### src/rtl/miner_pkg.sv
// Shared types and helpers for the nonce scheduler: FSM encoding, header geometry, byte swaps.
package miner_pkg;

    localparam int unsigned HDR_WORDS  = 20;
    localparam int unsigned NONCE_WORD = 19;

    typedef enum logic [1:0] {
        StIdle,
        StStart,
        StWait,
        StCheck
    } state_e;

    function automatic logic [31:0] bswap32(input logic [31:0] w);
        return {w[7:0], w[15:8], w[23:16], w[31:24]};
    endfunction

    function automatic logic [255:0] bswap256(input logic [255:0] v);
        logic [255:0] r;
        for (int i = 0; i < 32; i++) begin
            r[8*i +: 8] = v[255-8*i -: 8];
        end
        return r;
    endfunction

endpackage

### src/rtl/hash_target_cmp.sv
// Registers whether the byte-reversed (little-endian) engine hash is <= target.
module hash_target_cmp
    import miner_pkg::*;
(
    input  logic         clk,
    input  logic         rst_n,
    input  logic         en,
    input  logic [255:0] hash,
    input  logic [255:0] target,
    output logic         hit
);

    always_ff @(posedge clk or negedge rst_n) begin
        if (!rst_n) begin
            hit <= 1'b0;
        end else if (en) begin
            hit <= (bswap256(hash) <= target);
        end
    end

endmodule

### src/rtl/sha256d_nonce_scheduler.sv
// Nonce sweep controller for one sha256d engine: header store, fetch bus, hit/exhaust tracking.
// Optional hash counter is built when MINER_STATS_EN is defined.
module sha256d_nonce_scheduler
    import miner_pkg::*;
#(
    parameter int unsigned NONCE_STEP = 1
`ifdef MINER_STATS_EN
    ,
    parameter int unsigned CNT_W = 48
`endif
) (
    input  logic               clk,
    input  logic               rst_n,
    input  logic               cfg_we,
    input  logic [4:0]         cfg_addr,
    input  logic [31:0]        cfg_wdata,
    input  logic [255:0]       target,
    input  logic [31:0]        nonce_start,
    input  logic [31:0]        nonce_end,
    input  logic               go,
    input  logic               stop,
    output logic               busy,
    output logic               found,
    output logic               exhausted,
    output logic [31:0]        found_nonce,
    output logic [255:0]       found_hash,
    output logic               sha_start,
    input  logic               sha_rq,
    input  logic [4:0]         sha_addr,
    output logic [31:0]        sha_data,
    output logic               sha_rdy,
    input  logic [255:0]       sha_hash,
    input  logic               sha_done
`ifdef MINER_STATS_EN
    ,
    output logic [CNT_W-1:0]   hash_count
`endif
);

    state_e       state_q;
    logic [31:0]  hdr_q [NONCE_WORD];
    logic [31:0]  nonce_q;
    logic [31:0]  nonce_end_q;
    logic         abort_q;
    logic [255:0] hash_q;
    logic         hit;
    logic         done_in_wait;
    logic [31:0]  remaining;
    logic         last;
    logic [31:0]  fetch_word;

    assign done_in_wait = (state_q == StWait) && sha_done;
    // Distance to the inclusive end, modulo 2^32, so wrapping ranges need no special case.
    assign remaining    = nonce_end_q - nonce_q;
    assign last         = remaining < 32'(NONCE_STEP);

    hash_target_cmp u_cmp (
        .clk    (clk),
        .rst_n  (rst_n),
        .en     (done_in_wait),
        .hash   (sha_hash),
        .target (target),
        .hit    (hit)
    );

    always_comb begin
        fetch_word = '0;
        if (sha_addr < 5'(NONCE_WORD)) begin
            fetch_word = hdr_q[sha_addr];
        end else if (sha_addr < 5'(HDR_WORDS)) begin
            fetch_word = bswap32(nonce_q);
        end
    end

    always_ff @(posedge clk or negedge rst_n) begin
        if (!rst_n) begin
            for (int i = 0; i < NONCE_WORD; i++) begin
                hdr_q[i] <= '0;
            end
            sha_rdy  <= 1'b0;
            sha_data <= '0;
        end else begin
            sha_rdy  <= sha_rq;
            sha_data <= fetch_word;
            // Word 19 is always served from the nonce counter, so it is not stored.
            if (cfg_we && !busy && (cfg_addr < 5'(NONCE_WORD))) begin
                hdr_q[cfg_addr] <= cfg_wdata;
            end
        end
    end

    always_ff @(posedge clk or negedge rst_n) begin
        if (!rst_n) begin
            state_q     <= StIdle;
            busy        <= 1'b0;
            found       <= 1'b0;
            exhausted   <= 1'b0;
            found_nonce <= '0;
            found_hash  <= '0;
            sha_start   <= 1'b0;
            nonce_q     <= '0;
            nonce_end_q <= '0;
            abort_q     <= 1'b0;
            hash_q      <= '0;
        end else begin
            sha_start <= 1'b0;
            unique case (state_q)
                StIdle: begin
                    if (go && !stop) begin
                        nonce_q     <= nonce_start;
                        nonce_end_q <= nonce_end;
                        found       <= 1'b0;
                        exhausted   <= 1'b0;
                        abort_q     <= 1'b0;
                        busy        <= 1'b1;
                        sha_start   <= 1'b1;
                        state_q     <= StStart;
                    end
                end
                StStart: begin
                    if (stop) abort_q <= 1'b1;
                    state_q <= StWait;
                end
                StWait: begin
                    if (stop) abort_q <= 1'b1;
                    if (sha_done) begin
                        hash_q <= sha_hash;
                        if (abort_q || stop) begin
                            busy    <= 1'b0;
                            state_q <= StIdle;
                        end else begin
                            state_q <= StCheck;
                        end
                    end
                end
                StCheck: begin
                    if (hit) begin
                        found       <= 1'b1;
                        found_nonce <= nonce_q;
                        found_hash  <= hash_q;
                        busy        <= 1'b0;
                        state_q     <= StIdle;
                    end else if (last) begin
                        exhausted <= 1'b1;
                        busy      <= 1'b0;
                        state_q   <= StIdle;
                    end else begin
                        nonce_q   <= nonce_q + 32'(NONCE_STEP);
                        sha_start <= 1'b1;
                        state_q   <= StStart;
                    end
                end
                default: state_q <= StIdle;
            endcase
        end
    end

`ifdef MINER_STATS_EN
    always_ff @(posedge clk or negedge rst_n) begin
        if (!rst_n) begin
            hash_count <= '0;
        end else if (done_in_wait && (hash_count != '1)) begin
            hash_count <= hash_count + 1'b1;
        end
    end
`endif

endmodule
### config.mk
export PLATFORM = sky130hd
export DESIGN_NAME = sha256d_nonce_scheduler
export DESIGN_NICKNAME = d
export VERILOG_FILES = /design/src/rtl/miner_pkg.sv /design/src/rtl/hash_target_cmp.sv /design/src/rtl/sha256d_nonce_scheduler.sv
export SDC_FILE = /design/constraint.sdc
export NUM_CORES = 2
export LEC_CHECK = 0
export ABC_AREA = 0
export BUFFER_PORTS_ARGS = -buffer_cell sky130_fd_sc_hd__buf_2
export CAP_MARGIN = 20
export CELL_PAD_IN_SITES_DETAIL_PLACEMENT = 0
export CELL_PAD_IN_SITES_GLOBAL_PLACEMENT = 2
export CORE_MARGIN = 1.5
export CORE_UTILIZATION = 30
export DETAILED_ROUTE_END_ITERATION = 16
export PLACE_DENSITY_LB_ADDON = 0.1
export SLEW_MARGIN = 10
export SYNTH_ARGS = -nofsm -noshare
export SYNTH_HDL_FRONTEND = slang
export SYNTH_SLANG_ARGS = --single-unit
### constraint.sdc
create_clock -name clk -period 5.4 [get_ports clk]
set_clock_uncertainty 0.2 [all_clocks]
set_input_delay 0.81 -clock clk [delete_from_list [all_inputs] [get_ports clk]]
set_output_delay 0.81 -clock clk [all_outputs]
set_load 0.05 [all_outputs]
## Word-level counts from Yosys, hierarchy flattened

Cells that the tools add are included.

- Bits in registers: 1,257
- Bits of input ports: 625
- Output and inout port bits: 325

- Add/sub/neg operators: 2
- Reductions and logical operators: 22
- Bitwise logic cells: 2
- Multiplexer cells: 36
- Order comparisons: 8
- Equal/unequal tests: 12

Operators by type and width:

| cell | count |
|---|---|
| $bwmux 608 | 1 |
| $le 256x256->1 | 1 |
| $mux 32 | 8 |
| $bmux 32 s5 | 1 |
| $demux 32 s5 | 1 |
| $pmux 32 s2 | 1 |
| $add 32x1->32 const B | 1 |
| $lt 32x1->1 const B | 1 |
| $sub 32x32->32 | 1 |
| $lt 5x5->1 const B | 3 |
| $mux 1 | 15 |
| $ge 6x6->1 const B | 2 |
| $not 5->6 | 2 |
| $ne 2x2->1 const B | 5 |
| $pmux 1 s2 | 4 |
| $pmux 2 s4 | 1 |
| $reduce_and 2->1 | 4 |
| $reduce_and 4->1 | 2 |
| $lt 6x1->1 const B | 1 |
| $mux 2 | 3 |
| $ne 2x1->1 const B | 3 |
| $reduce_and 3->1 | 2 |
| $logic_and 1x1->1 | 5 |
| $reduce_and 5->1 | 1 |
| other kinds (10) | 13 |

## Depth between registers and ports, before layout

- Word-level depth: 6
- Mapped depth: 16
- Depth with buffers taken out: 14

## Modules after synthesis

From an unflattened synthesis, not the netlist that was laid out.

- Cells, all modules: 4,628
- Area, all modules: 60,869.6 sq um

By module, submodules not included:

| module | cells each | area each (sq um) | instances | seq. area each (sq um) |
|---|---|---|---|---|
| sha256d_nonce_scheduler | 3,713 | 54,284.6 | 1 | 31,430.1 |
| hash_target_cmp | 915 | 6,585.1 | 1 | 25.0 |

## Least setup slack after synthesis

Ideal clock, no wire load.

- Kind: register to register
- Start: reg nonce_q[0]
- End: reg busy
- Stages on the path, launching flop included: 14
- Arrival: 3.663 ns
- Path slack: 1.419 ns
- Path buffers: 0
- Library setup time: 0.118 ns
- Cells stage by stage: dfrtp_1 -> ha_1 -> inv_1 -> fa_1 -> a21oi_1 -> o221ai_2 -> a311oi_2 -> nor3_1 -> a211o_1 -> or4_4 -> nor4_4 -> nand4_2 -> a311o_1 -> a21o_1

- Word-level cells in the longest chain between the ends: 4

RTL lines:

| element | line | RTL |
|---|---|---|
| start: declaration | sha256d_nonce_scheduler.sv:42 | `logic [31:0] nonce_q;` |
| start signal: assignment | sha256d_nonce_scheduler.sv:110 | `nonce_q <= nonce_start;` |
| start signal: assignment | sha256d_nonce_scheduler.sv:148 | `nonce_q <= nonce_q + 32'(NONCE_STEP);` |
| $sub 32x32->32 | sha256d_nonce_scheduler.sv:54 | `assign remaining = nonce_end_q - nonce_q;` |
| $lt 32x1->1 | sha256d_nonce_scheduler.sv:55 | `assign last = remaining < 32'(NONCE_STEP);` |
| $ne 3x2->1 (no line) | - |  |
| $reduce_and 5->1 (no line) | - |  |
| end signal: assignment | sha256d_nonce_scheduler.sv:95 | `busy <= 1'b0;` |
| end signal: assignment | sha256d_nonce_scheduler.sv:115 | `busy <= 1'b1;` |
| end signal: assignment | sha256d_nonce_scheduler.sv:129 | `busy <= 1'b0;` |
| end: declaration | sha256d_nonce_scheduler.sv:22 | `output logic busy,` |

No other way between the ends.
A chain may end at the register's enable or synchronous reset.

## Final worst setup path

- Start: reg nonce_q[7]
- End: reg nonce_q[26]

- Word-level cells in the longest chain between the ends: 4
- Elaborated cells on any way between the ends: 8

RTL lines:

| element | line |
|---|---|
| $sub 32x32->32 / $add 32x1->32 (equally long branches) | sha256d_nonce_scheduler.sv:54, sha256d_nonce_scheduler.sv:148 |
| $lt 32x1->1 / $mux 32 (equally long branches) | sha256d_nonce_scheduler.sv:55, sha256d_nonce_scheduler.sv:143 |
| $ne 2x2->1 (no line) / $mux 32 (equally long branches) | - |
| $reduce_and 4->1 (no line) / $pmux 32 s2 (equally long branches) | - |

Several ways; a longest one is shown, not always the timed one. The select of a mux whose other input is x is not followed.

==> impl_metrics.ini <==
[outcome]
outcome = finished clean

[route]
ant_nets = 0
via_per_inst = 4.95
drtIter0Drc = 2118
vias = 42285
wl_met1_mm = 94.1
highest_layer = met5
routed_wirelength_mm = 235
route.met3.wl_mm = 11.3
routedWlPerCell_um = 27.5
firstDrtPassIters = 5
route.met2.wl_mm = 122
drc = 0

[timing]
rsz0062_at_grt = false
whs_ps = 71.3
final_max_slew_viol_count = 0
min_period_ps = 5070
setup_slack_ps = 328
finalSetupViolCount = 0
hold_viol = 0
relSlewSlack_pct = 25.8
fmax_mhz = 197
fin_tns_setup_ps = 0
finalCritPeriodShare_pct = 93.9
worst_slew_pin_slew_ps = 1110

[power]
powerDensity_mw_per_mm2 = 547
max-vdd-ir-drop_v = 0.000344
p_leak_nw = 37.0
power_mw = 41.5

[layout]
finalInstanceArea_mm2 = 0.0759
drive_gt1_share_pct = 45.4
multi_input_comb_area_mm2 = 0.0274
regArea_mm2 = 0.0315
fin_nets = 6638
finalNonFillerCells = 8548
syn_to_final_growth_pct = 24.1
fin_util_pct = 37.5
fillers = 19844

[die]
rows = 165
ios = 950
die_width_um = 454
die_area_mm2 = 0.206
coreArea_mm2 = 0.202
die_y_um = 454
start_util_pct = 30.2

[synth]
syn_avg_cell_area_um2 = 13.1
synth_area_leaders = dfrtp_1 51%, mux2_2 21%, ha_1 6.0%
synthArstFlopShare_pct = 100
ys_ff_latch = 1257
ys_types = 83
synth-edff-count = 0
yosys_warnings = 0
synth.most_common_cell = dfrtp_1
synth_nets = 5575
synth_ff_type = dfrtp_1
synth_top_area_share_pct = 51.5
syn_area_mm2 = 0.0611
synth_area_leader_cell = dfrtp_1
seq_area_frac_synth_pct = 51.5
synth_commonest_cells = 1257 x dfrtp_1, 1153 x mux2_2, 335 x inv_1, 293 x ha_1, 182 x clkbuf_1
synthCells = 4656

[worst_setup_path]
crit_path_end_kind = flip-flop
cp.arrival_ps = 5550
cp_cell_sequence = inv_1, ha_1, a21oi_1, o211ai_1, a22oi_1, a21boi_0, or3b_2, a221o_1, nor4_4, and4_4, a21oi_1, a211o_1
worst_path_max_delay_cell = a22oi_1
r2r-end = nonce_q[26]$_DFFE_PN0P_
worstReg2RegStart = nonce_q[7]$_DFFE_PN0P_
path_max_fanout = 21
crit_top_cell = a21oi_1
critPathBufInv = 1
critPathRequiredTime_ps = 5880
r2r_cells = 12
max_stage_delay_ps = 500
cpLargestDelayFamily = compound AO/OA/AOI/OAI gates
cp-start-kind = flip-flop
regToRegSetupSlack_ps = 330
critical_path_class = reg2reg

[place]
pre_cts_ws_ps = 265
gp_congestion = 0.878
dp_cells = 8081
dp_hpwl_mm = 179
portBuffers = 949
place_area_mm2 = 0.0691

[global_routing]
antenna_found_initial = 106
grt_overflow_total = 0
grt_usage_pct = 22.4
grt_pass1_vias = 43841
grt_pass1_wl_mm = 333
grt_max_degree = 142

[cts]
cts.path.max_buffers = 3
clock-sinks = 1257
cts_resized = 0
tritoncts = yes
root_buffer = clkbuf_16
cts_max_level = 4
worstSkewPairLatency_ps = 810
cts_buffers = 157
cts.clk_slew.worst_paths_ps = 60
post-cts-setup-buffers = 0

[hold_path]
hold_path.class = in2reg
hold_end = hash_q[21]$_DFFE_PN0P_
hold_start = sha_hash[21]
whs_path_depth = 2

[job]
max_cap_violations = 0
final cells by class:
cell class / instances / share of cell area (%)
clock inverter: 39 / 0.652
multi-input combinational: 2776 / 36.1
tap: 2672 / 4.41
clock buffer: 240 / 6.15
timing repair buffer: 1191 / 9.41
sequential: 1257 / 41.5
antenna: 37 / 0.122
inverter: 336 / 1.66
flip-flops by register name, indices dropped and copies added, names as in the netlist:
| signal | cells |
|---|---|
| hdr_q | 608 |
| found_hash | 256 |
| hash_q | 256 |
| found_nonce | 32 |
| nonce_end_q | 32 |
| nonce_q | 32 |
| sha_data | 32 |
| state_q | 2 |
| abort_q | 1 |
| busy | 1 |
| exhausted | 1 |
| found | 1 |
| sha_rdy | 1 |
| sha_start | 1 |
| u_cmp.hit | 1 |
repair_timing:
action | in CTS | in global routing
endpoints found under the hold margin | 240 | 0
hold buffers | 151 | 0
endpoints found under the setup margin | 0 | 0
cell usage in the layout (no fill, tap or decap), types with 14 or more instances in the layout:
cell	netlist	routed
buf_2	10	946
dfrtp_1	1257	1257
mux2_2	1153	1153
o21ai_0	168	168
o211ai_1	21	21
nand3_1	40	39
nor2b_1	27	24
inv_1	335	334
mux4_2	160	160
mux2i_1	39	39
diode_2	0	37
clkbuf_16	0	160
nand4_1	80	80
nor2_1	98	96
a22oi_1	40	40
clkinv_2	0	16
nor3_1	31	30
nor4_1	20	18
buf_4	2	77
a21oi_1	103	102
clkbuf_1	182	44
dlygate4sd3_1	0	151
a31oi_1	20	20
nand2_1	173	159
buf_12	0	14
ha_1	293	292
a211oi_1	14	14
a21o_1	97	97
clkbuf_8	0	37
per-layer routing:
layer / GRT usage, % / up-vias
met1: 26.5 / 21844
li1: - / 19093
met5: 0 / -
met4: 6.75 / 48
met2: 40.6 / 916
met3: 4.61 / 384
worst register-to-register path, stage by stage, from the launching register on:
cell and delay, ps:
dfrtp_1 440, inv_1 170, ha_1 450, a21oi_1 320
o211ai_1 240, a22oi_1 500, a21boi_0 290, or3b_2 500
a221o_1 420, nor4_4 220, and4_4 500, a21oi_1 340
a211o_1 370
power breakdown:
| part | switching, mW | leakage [nW] | internal (mW) | total (mW) |
|---|---|---|---|---|
| combinational | 10.2 | 18.4 | 5.97 | 16.2 |
| clock | 4.29 | 2.53 | 6.28 | 10.6 |
| sequential | 1.79 | 16.0 | 13.0 | 14.7 |
| total | 16.3 | 37.0 | 25.2 | 41.5 |
logic make-up (layout without fill, tap and decap cells):
family	after synthesis	count (layout)	share of synthesized area (%)
muxes	1352	1352	27.8
xor gates and xnor gates	9	9	0.129
DFF	1257	1257	51.5
and+or+nand+nor	544	544	4.45
AOI/OAI and AO/OA	577	577	6.25
other	0	37	0
adders and majority gates	294	294	6.03
buffers and inverters	623	1806	3.90
worst max path at each step:
| stage | from | endpoint | slack, ps | depth (start not counted) |
|---|---|---|---|---|
| after floorplan | nonce_q[0]$_DFFE_PN0P_ | busy$_DFFE_PN0P_ | 1420 | 13 |
| after global placement | nonce_end_q[0]$_DFFE_PN0P_ | nonce_q[21]$_DFFE_PN0P_ | 280 | 14 |
| after detailed placement | nonce_end_q[0]$_DFFE_PN0P_ | nonce_q[21]$_DFFE_PN0P_ | 270 | 14 |
| after CTS | nonce_end_q[0]$_DFFE_PN0P_ | nonce_q[26]$_DFFE_PN0P_ | 250 | 14 |
| after global routing | nonce_end_q[0]$_DFFE_PN0P_ | nonce_q[26]$_DFFE_PN0P_ | 60 | 14 |
| final | nonce_q[7]$_DFFE_PN0P_ | nonce_q[26]$_DFFE_PN0P_ | 330 | 12 |
No activity file was read; power rests on OpenSTA's default activity.
